===== src/rtl/mem_access_ctrl_pkg.sv =====
// Shared definitions for the MEM-stage load/store sequencer:
// load/store size codes and FSM state encoding.
package mem_access_ctrl_pkg;

    // load_option / store size codes
    localparam logic [2:0] SZ_LB  = 3'd0;
    localparam logic [2:0] SZ_LBU = 3'd1;
    localparam logic [2:0] SZ_LH  = 3'd2;
    localparam logic [2:0] SZ_LHU = 3'd3;
    localparam logic [2:0] SZ_LW  = 3'd4;
    localparam logic [2:0] SZ_SB  = 3'd0;
    localparam logic [2:0] SZ_SH  = 3'd2;
    localparam logic [2:0] SZ_SW  = 3'd4;

    typedef enum logic [1:0] {
        ST_IDLE = 2'd0,
        ST_WAIT = 2'd1,
        ST_RESP = 2'd2
    } state_e;

    // Byte-sized access (signed or unsigned load, or sb)
    function automatic logic is_byte_size(input logic [2:0] size);
        return (size == SZ_LB) || (size == SZ_LBU);
    endfunction

    // Halfword-sized access (signed or unsigned load, or sh)
    function automatic logic is_half_size(input logic [2:0] size);
        return (size == SZ_LH) || (size == SZ_LHU);
    endfunction

endpackage


===== src/rtl/mem_access_ctrl_if.sv =====
// Pipeline-side op bus, data-memory handshake and load-extender outputs
// of the MEM-stage sequencer, bundled as one interface.
interface mem_access_ctrl_if #(
    parameter int ADDR_W = 32
) ();
    // EX/MEM op
    logic              op_valid;
    logic              op_store;
    logic [2:0]        op_size;
    logic [ADDR_W-1:0] op_addr;
    logic [31:0]       op_wdata;
    logic              flush;
    // data memory
    logic              dm_req;
    logic              dm_we;
    logic [3:0]        dm_be;
    logic [ADDR_W-1:0] dm_addr;
    logic [31:0]       dm_wdata;
    logic              dm_ready;
    logic [31:0]       dm_rdata;
    // pipeline control and load extender
    logic              stall;
    logic              ld_done;
    logic [31:0]       ld_dout;
    logic [1:0]        ld_addr;
    logic [2:0]        ld_option;
    logic              addr_err;
    logic              bus_err;

    // Sequencer view
    modport slave (
        input  op_valid, op_store, op_size, op_addr, op_wdata, flush,
        input  dm_ready, dm_rdata,
        output dm_req, dm_we, dm_be, dm_addr, dm_wdata,
        output stall, ld_done, ld_dout, ld_addr, ld_option, addr_err, bus_err
    );

    // Pipeline + memory view (drives ops and memory responses)
    modport master (
        output op_valid, op_store, op_size, op_addr, op_wdata, flush,
        output dm_ready, dm_rdata,
        input  dm_req, dm_we, dm_be, dm_addr, dm_wdata,
        input  stall, ld_done, ld_dout, ld_addr, ld_option, addr_err, bus_err
    );
endinterface


===== src/rtl/mem_access_ctrl_store_lane_gen.sv =====
// Combinational lane generator: byte enables, lane-replicated store
// data and alignment check for one memory op.
module store_lane_gen
    import mem_access_ctrl_pkg::*;
(
    input  logic        store_i,
    input  logic [2:0]  size_i,
    input  logic [1:0]  addr_lo_i,
    input  logic [31:0] wdata_i,
    output logic [3:0]  be_o,
    output logic [31:0] wdata_o,
    output logic        misaligned_o
);
    logic size_byte;
    logic size_half;
    logic size_word;

    assign size_byte = is_byte_size(size_i);
    assign size_half = is_half_size(size_i);
    assign size_word = (size_i == SZ_LW);

    // Alignment check and byte enables; loads always fetch the whole word
    always_comb begin
        misaligned_o = 1'b0;
        be_o         = 4'b1111;
        if (size_half) begin
            misaligned_o = addr_lo_i[0];
        end else if (size_word) begin
            misaligned_o = |addr_lo_i;
        end else if (!size_byte) begin
            misaligned_o = 1'b1;
        end
        if (store_i) begin
            if (size_byte) begin
                be_o = 4'b0001 << addr_lo_i;
            end else if (size_half) begin
                be_o = addr_lo_i[1] ? 4'b1100 : 4'b0011;
            end
        end
    end

    // Replicate the right-aligned store data into every lane it may land in
    generate
        for (genvar gi = 0; gi < 4; gi++) begin : g_lane
            assign wdata_o[8*gi +: 8] = size_byte ? wdata_i[7:0] :
                                        size_half ? wdata_i[8*(gi%2) +: 8] :
                                                    wdata_i[8*gi +: 8];
        end
    endgenerate

endmodule


===== src/rtl/mem_access_ctrl.sv =====
// MEM-stage load/store sequencer: accepts one op in IDLE, holds a
// req/ready handshake in WAIT (with timeout), reports in RESP.
module mem_access_ctrl
    import mem_access_ctrl_pkg::*;
#(
    parameter int TIMEOUT = 16,
    parameter int ADDR_W  = 32
) (
    input  logic              clk,
    input  logic              rst,
    mem_access_ctrl_if.slave  bus
);
    localparam int               CNT_W    = $clog2(TIMEOUT + 1);
    localparam logic [CNT_W-1:0] CNT_ONE  = CNT_W'(1);
    localparam logic [CNT_W-1:0] CNT_LAST = CNT_W'(TIMEOUT);

    state_e            state_q,     state_d;
    logic [CNT_W-1:0]  cnt_q,       cnt_d;
    logic              req_q,       req_d;
    logic              we_q,        we_d;
    logic [3:0]        be_q,        be_d;
    logic [ADDR_W-1:0] addr_q,      addr_d;
    logic [31:0]       wdata_q,     wdata_d;
    logic [1:0]        ld_addr_q,   ld_addr_d;
    logic [2:0]        ld_option_q, ld_option_d;
    logic [31:0]       ld_dout_q,   ld_dout_d;
    logic              addr_err_q,  addr_err_d;
    logic              bus_err_q,   bus_err_d;
    logic              kill_q,      kill_d;

    logic [3:0]        lane_be;
    logic [31:0]       lane_wdata;
    logic              lane_mis;
    logic              accept;
    logic [CNT_W-1:0]  cnt_inc;

    store_lane_gen u_lane (
        .store_i      (bus.op_store),
        .size_i       (bus.op_size),
        .addr_lo_i    (bus.op_addr[1:0]),
        .wdata_i      (bus.op_wdata),
        .be_o         (lane_be),
        .wdata_o      (lane_wdata),
        .misaligned_o (lane_mis)
    );

    assign accept  = (state_q == ST_IDLE) && bus.op_valid && !bus.flush && !lane_mis;
    assign cnt_inc = cnt_q + CNT_ONE;

    // Next-state logic: request launch, handshake completion and timeout
    always_comb begin
        state_d     = state_q;
        cnt_d       = cnt_q;
        req_d       = req_q;
        we_d        = we_q;
        be_d        = be_q;
        addr_d      = addr_q;
        wdata_d     = wdata_q;
        ld_addr_d   = ld_addr_q;
        ld_option_d = ld_option_q;
        ld_dout_d   = ld_dout_q;
        kill_d      = kill_q;
        addr_err_d  = 1'b0;
        bus_err_d   = 1'b0;
        case (state_q)
            ST_IDLE: begin
                cnt_d  = '0;
                kill_d = 1'b0;
                if (bus.op_valid && !bus.flush && lane_mis) begin
                    addr_err_d = 1'b1;
                end
                if (accept) begin
                    req_d       = 1'b1;
                    we_d        = bus.op_store;
                    be_d        = lane_be;
                    addr_d      = {bus.op_addr[ADDR_W-1:2], 2'b00};
                    wdata_d     = lane_wdata;
                    ld_addr_d   = bus.op_addr[1:0];
                    ld_option_d = bus.op_size;
                    state_d     = ST_WAIT;
                end
            end
            ST_WAIT: begin
                // A flush cannot abort the bus transaction; remember it instead
                if (bus.flush) begin
                    kill_d = 1'b1;
                end
                if (bus.dm_ready) begin
                    req_d   = 1'b0;
                    state_d = ST_RESP;
                    if (!we_q) begin
                        ld_dout_d = bus.dm_rdata;
                    end
                end else if (cnt_inc == CNT_LAST) begin
                    req_d     = 1'b0;
                    bus_err_d = 1'b1;
                    cnt_d     = '0;
                    state_d   = ST_IDLE;
                end else begin
                    cnt_d = cnt_inc;
                end
            end
            ST_RESP: begin
                state_d = ST_IDLE;
            end
            default: begin
                state_d = ST_IDLE;
            end
        endcase
    end

    // State and output registers
    always_ff @(posedge clk) begin
        if (rst) begin
            state_q     <= ST_IDLE;
            cnt_q       <= '0;
            req_q       <= 1'b0;
            we_q        <= 1'b0;
            be_q        <= '0;
            addr_q      <= '0;
            wdata_q     <= '0;
            ld_addr_q   <= '0;
            ld_option_q <= '0;
            ld_dout_q   <= '0;
            addr_err_q  <= 1'b0;
            bus_err_q   <= 1'b0;
            kill_q      <= 1'b0;
        end else begin
            state_q     <= state_d;
            cnt_q       <= cnt_d;
            req_q       <= req_d;
            we_q        <= we_d;
            be_q        <= be_d;
            addr_q      <= addr_d;
            wdata_q     <= wdata_d;
            ld_addr_q   <= ld_addr_d;
            ld_option_q <= ld_option_d;
            ld_dout_q   <= ld_dout_d;
            addr_err_q  <= addr_err_d;
            bus_err_q   <= bus_err_d;
            kill_q      <= kill_d;
        end
    end

    assign bus.dm_req    = req_q;
    assign bus.dm_we     = we_q;
    assign bus.dm_be     = be_q;
    assign bus.dm_addr   = addr_q;
    assign bus.dm_wdata  = wdata_q;
    assign bus.ld_dout   = ld_dout_q;
    assign bus.ld_addr   = ld_addr_q;
    assign bus.ld_option = ld_option_q;
    assign bus.addr_err  = addr_err_q;
    assign bus.bus_err   = bus_err_q;
    // Stall releases in RESP so the pipeline advances with ld_done
    assign bus.stall     = accept || (state_q == ST_WAIT);
    assign bus.ld_done   = (state_q == ST_RESP) && !we_q && !kill_q && !bus.flush;

endmodule


===== src/flat_wrapper.sv =====
// flat-port wrapper written by rule: the top's interface ports become plain ports
module mem_access_ctrl_flat import mem_access_ctrl_pkg::*;
#(
    parameter int TIMEOUT = 16,
    parameter int ADDR_W  = 32
)
  (clk, rst, bus_op_valid, bus_op_store, bus_op_size, bus_op_addr, bus_op_wdata, bus_flush, bus_dm_ready, bus_dm_rdata, bus_dm_req, bus_dm_we, bus_dm_be, bus_dm_addr, bus_dm_wdata, bus_stall, bus_ld_done, bus_ld_dout, bus_ld_addr, bus_ld_option, bus_addr_err, bus_bus_err);
  mem_access_ctrl_if #(.ADDR_W(ADDR_W)) bus_i ();
  input  logic clk;
  input  logic rst;
  input wire logic [$bits(bus_i.op_valid)-1:0] bus_op_valid;
  input wire logic [$bits(bus_i.op_store)-1:0] bus_op_store;
  input wire logic [$bits(bus_i.op_size)-1:0] bus_op_size;
  input wire logic [$bits(bus_i.op_addr)-1:0] bus_op_addr;
  input wire logic [$bits(bus_i.op_wdata)-1:0] bus_op_wdata;
  input wire logic [$bits(bus_i.flush)-1:0] bus_flush;
  input wire logic [$bits(bus_i.dm_ready)-1:0] bus_dm_ready;
  input wire logic [$bits(bus_i.dm_rdata)-1:0] bus_dm_rdata;
  output wire logic [$bits(bus_i.dm_req)-1:0] bus_dm_req;
  output wire logic [$bits(bus_i.dm_we)-1:0] bus_dm_we;
  output wire logic [$bits(bus_i.dm_be)-1:0] bus_dm_be;
  output wire logic [$bits(bus_i.dm_addr)-1:0] bus_dm_addr;
  output wire logic [$bits(bus_i.dm_wdata)-1:0] bus_dm_wdata;
  output wire logic [$bits(bus_i.stall)-1:0] bus_stall;
  output wire logic [$bits(bus_i.ld_done)-1:0] bus_ld_done;
  output wire logic [$bits(bus_i.ld_dout)-1:0] bus_ld_dout;
  output wire logic [$bits(bus_i.ld_addr)-1:0] bus_ld_addr;
  output wire logic [$bits(bus_i.ld_option)-1:0] bus_ld_option;
  output wire logic [$bits(bus_i.addr_err)-1:0] bus_addr_err;
  output wire logic [$bits(bus_i.bus_err)-1:0] bus_bus_err;
  assign bus_i.op_valid = bus_op_valid;
  assign bus_i.op_store = bus_op_store;
  assign bus_i.op_size = bus_op_size;
  assign bus_i.op_addr = bus_op_addr;
  assign bus_i.op_wdata = bus_op_wdata;
  assign bus_i.flush = bus_flush;
  assign bus_i.dm_ready = bus_dm_ready;
  assign bus_i.dm_rdata = bus_dm_rdata;
  assign bus_dm_req = bus_i.dm_req;
  assign bus_dm_we = bus_i.dm_we;
  assign bus_dm_be = bus_i.dm_be;
  assign bus_dm_addr = bus_i.dm_addr;
  assign bus_dm_wdata = bus_i.dm_wdata;
  assign bus_stall = bus_i.stall;
  assign bus_ld_done = bus_i.ld_done;
  assign bus_ld_dout = bus_i.ld_dout;
  assign bus_ld_addr = bus_i.ld_addr;
  assign bus_ld_option = bus_i.ld_option;
  assign bus_addr_err = bus_i.addr_err;
  assign bus_bus_err = bus_i.bus_err;
  mem_access_ctrl #(.TIMEOUT(TIMEOUT), .ADDR_W(ADDR_W)) u_core (.clk(clk), .rst(rst), .bus(bus_i));
endmodule

===== config.mk =====
export PLATFORM = sky130hd
export DESIGN_NAME = mem_access_ctrl_flat
export DESIGN_NICKNAME = d
export VERILOG_FILES = /design/src/rtl/mem_access_ctrl_pkg.sv /design/src/rtl/mem_access_ctrl_if.sv /design/src/rtl/mem_access_ctrl_store_lane_gen.sv /design/src/rtl/mem_access_ctrl.sv /design/src/flat_wrapper.sv
export SDC_FILE = /design/constraint.sdc
export NUM_CORES = 1
export LEC_CHECK = 0
export ABC_CLOCK_PERIOD_IN_PS = 5100
export CORE_UTILIZATION = 46
export CTS_BUF_LIST = sky130_fd_sc_hd__clkbuf_4
export DETAILED_ROUTE_END_ITERATION = 6
export GPL_ROUTABILITY_DRIVEN = 0
export PLACE_DENSITY = 0.95
export SYNTH_ARGS = -nofsm -noshare
export SYNTH_HDL_FRONTEND = slang
export SYNTH_HIERARCHICAL = 1
export SYNTH_SLANG_ARGS = --single-unit

===== constraint.sdc =====
create_clock -name clk -period 5.1 [get_ports clk]
set_input_delay 0.51 -clock clk [delete_from_list [all_inputs] [get_ports clk]]
set_output_delay 0.51 -clock clk [all_outputs]
set_load 0.03 [all_outputs]

==> results_dict.tcl <==
set metrics [dict create \
    fill_cells 740 \
    drt_wl_total_um 13520 \
    drive_gt1_frac 0.07280 \
    cts_tree "yes" \
    worst_slack_ns 1.641 \
    synth_area_sq_mm 0.004634 \
    ys_top_cells_by_area "dfxtp_1 50%, nand2_1 18%, a21oi_1 12%, mux2_2 3.9%, buf_4 2.1%" \
    final_cells 916 \
    reg2regPathDepth 5 \
    r2r_slack_ns 2.57 \
    ant_nets 0 \
    drc 0 \
    synth_xor_area_frac 0 \
    rows 36 \
    dieHeight_um 102.4 \
    numCtsBuffers 17 \
    rr_startpoint "u_core/state_q[1]$_SDFFE_PP0P_" \
    cts.repair.resized 0 \
    hold_end "u_core/bus.dm_wdata[11]$_SDFFE_PP0P_" \
    crit_fanout 13 \
    fin_skew_ns 0.02191 \
    ioPinCount 216 \
    clk_pin_slew_ns 0.10 \
    dp_cells 884 \
    grt_max_degree 118 \
    cp.arrival_ns 2.95 \
    status "completed" \
    report.final.slew_viol_count 0 \
    hold_depth 2 \
    drtIter0Drc 211 \
    placed_area_sq_mm 0.006655 \
    hold_ws_ns 0.4578 \
    ys_ff_latch 115 \
    slew_headroom 0.1964 \
    fin_area_sq_mm 0.006929 \
    crit_slowest_cell "clkdlybuf4s50_1" \
    synth_edf_count 0 \
    synthSimpleGateAreaFrac 0.2284 \
    setup_violations 0 \
    ys_async_sr_fraction 0 \
    grt_usage 0.2542 \
    post_drt_wl_per_cell_um 14.76 \
    path_cells "clkdlybuf4s50_1 > nor2_1 > a21oi_1 > or2_2 > nand2_1 > clkdlybuf4s50_1" \
    diodes 0 \
    total_leakage_power_nw 2.396 \
    timing.final.hold_violations 0 \
    syn_area_per_cell_sq_um 7.922 \
    timing_worst_setup_path_type "in -> out" \
    cts_hold_buf 0 \
    vias_per_cell 5.131 \
    layout.nets 876 \
    core_sq_mm 0.009774 \
    yosysWarnings 6 \
    path_buf_inv 2 \
    hpwl_um 9440 \
    max_freq_mhz 289.1 \
    antenna_found_initial 0 \
    numClockSinks 115 \
    cts_setup_buffers 0 \
    finalCriticalPeriod_ns 3.459 \
    htree_levels 4 \
    port_buffers 213 \
    synth_compound_area_frac 0.1471 \
    crit_path_max_incr_delay_ns 0.79 \
    power_per_cell_area_mw_per_mm2 271.1 \
    setup_tns_ns 0 \
    worstReg2RegEnd "u_core/bus.dm_wdata[29]$_SDFFE_PP0P_" \
    clock_latency_ns 0.49 \
    ys_seq_area_frac 0.4968 \
    endpoint_kind "primary output" \
    synth_top_family_by_area "simple AND/OR/NAND/NOR gates" \
    rsz0062_at_grt "false" \
    yosysUniqueCellTypes 34 \
    fin_crit_sh 0.6783 \
    required_ns 4.59 \
    cts_buffer_depth 2 \
    start_util 0.4741 \
    vias 4700 \
    cp.depth 6 \
    cap_violations 0 \
    die_w_um 102.4 \
    gr-total-overflow 0 \
    synth_top_area_share 0.4968 \
    peakVddDrop_mv 0.2235 \
    yosys.area_share.adder 0.002700 \
    tightestPinTransition_ns 1.204 \
    dieArea_sq_mm 0.01048 \
    grt_pass1_wl_um 20330 \
    critPathTopFamily "buffers and inverters" \
    syn_inst 585 \
    total_power_mw 1.878 \
    drt-pass1-iter-count 5 \
    cp_common_cell "clkdlybuf4s50_1" \
    fin_util 0.7089 \
    cp-start-kind "input pin" \
    hold_start "u_core/bus.dm_wdata[11]$_SDFFE_PP0P_" \
    synth_top_area_cell "dfxtp_1" \
    grt_pass1_vias 4431 \
    synth_ff_type "dfxtp_1" \
    area_delta_synth_final_pct 49.51 \
    hold_path.class "reg -> reg" \
    dp_slack_ns 1.682 \
    cts_root_buf "clkbuf_4" \
    synthMuxAreaShare 0.05616 \
]
==> flip-flops by register name, indices dropped and copies added, names as in the netlist <==
name / count
u_core/bus.dm_req: 1
u_core/state_q: 2
u_core/bus.dm_be: 4
u_core/bus.dm_we: 1
u_core/cnt_q: 5
u_core/bus.bus_err: 1
u_core/bus.ld_addr: 2
u_core/bus.ld_dout: 32
u_core/bus.dm_wdata: 32
u_core/kill_q: 1
u_core/bus.addr_err: 1
u_core/bus.dm_addr: 30
u_core/bus.ld_option: 3
==> report_power, final <==
| part | switching [mW] | internal (mW) | leakage [nW] | total [mW] |
|---|---|---|---|---|
| combinational | 0.150 | 0.146 | 1.33 | 0.296 |
| clock | 0.353 | 0.293 | 0.139 | 0.646 |
| sequential | 0.0139 | 0.923 | 0.931 | 0.937 |
==> final cells by class <==
class | instances | area, sq um | share of cell area
timing repair buffer | 216 | 2152 | 0.3106
clock buffer | 18 | 135.1 | 0.01950
multi-input combinational | 418 | 2027 | 0.2925
clock inverter | 14 | 138.9 | 0.02004
inverter | 2 | 7.507 | 0.001083
sequential | 115 | 2302 | 0.3322
tap | 133 | 166.4 | 0.02402
==> synthesized netlist by cell type, types with 2 or more instances <==
library cell,count
nor3_1,4
nand2_1,222
a21o_1,2
nand2b_1,2
nor2b_1,3
o22ai_1,2
mux2i_1,8
or3b_2,2
dfxtp_1,115
o21ai_1,8
nor2_4,2
mux2_2,16
clkbuf_1,19
inv_1,2
nor2_1,13
buf_2,12
buf_6,7
a21oi_1,112
o21ai_0,6
buf_4,13
nor3b_1,2
==> kinds of logic after synthesis <==
group / after synthesis
adder cells (fa/ha/maj): 1
AO/OA/AOI/OAI: 133
flip-flops: 115
multiplexers: 24
other: 1
buffers and inverters: 53
AND/OR/NAND/NOR: 258
==> routing by layer <==
layer | vias to the layer above | global-route usage | part of all wire
met5 | - | 0 | 0
met4 | 0 | 0.1242 | 0.025
met3 | 28 | 0.08140 | 0.081
met2 | 193 | 0.4481 | 0.52
met1 | 2200 | 0.2747 | 0.38
li1 | 2279 | - | -
==> tightest hold or removal path, stage by stage, from the launching register on <==
cell and delay [ns]:
dfxtp_1 0.32, nand2_1 0.05, a21oi_1 0.05
==> cell usage in the layout (no fill, tap or decap), types with 3 or more instances in the layout <==
cell | netlist | routed
a21oi_1 | 112 | 112
buf_4 | 13 | 4
clkbuf_4 | 0 | 18
clkdlybuf4s50_1 | 0 | 212
clkinv_2 | 0 | 3
clkinvlp_4 | 0 | 4
dfxtp_1 | 115 | 115
mux2_2 | 16 | 16
mux2i_1 | 8 | 8
nand2_1 | 222 | 222
nor2_1 | 13 | 13
nor2b_1 | 3 | 3
nor3_1 | 4 | 4
o21ai_0 | 6 | 6
o21ai_1 | 8 | 8
==> how the worst max path moves through the flow <==
stage / startpoint / end / slack [ns]
final: bus_op_size[1] / bus_stall / 1.64
after global routing: bus_op_size[1] / bus_stall / 1.53
after CTS: bus_op_size[1] / bus_stall / 1.66
after detailed placement: bus_op_size[1] / bus_stall / 1.68
after global placement: bus_op_size[1] / bus_stall / 1.73
after floorplan: bus_op_size[2] / bus_stall / 2.83
(Power assumes the default switching activity.)
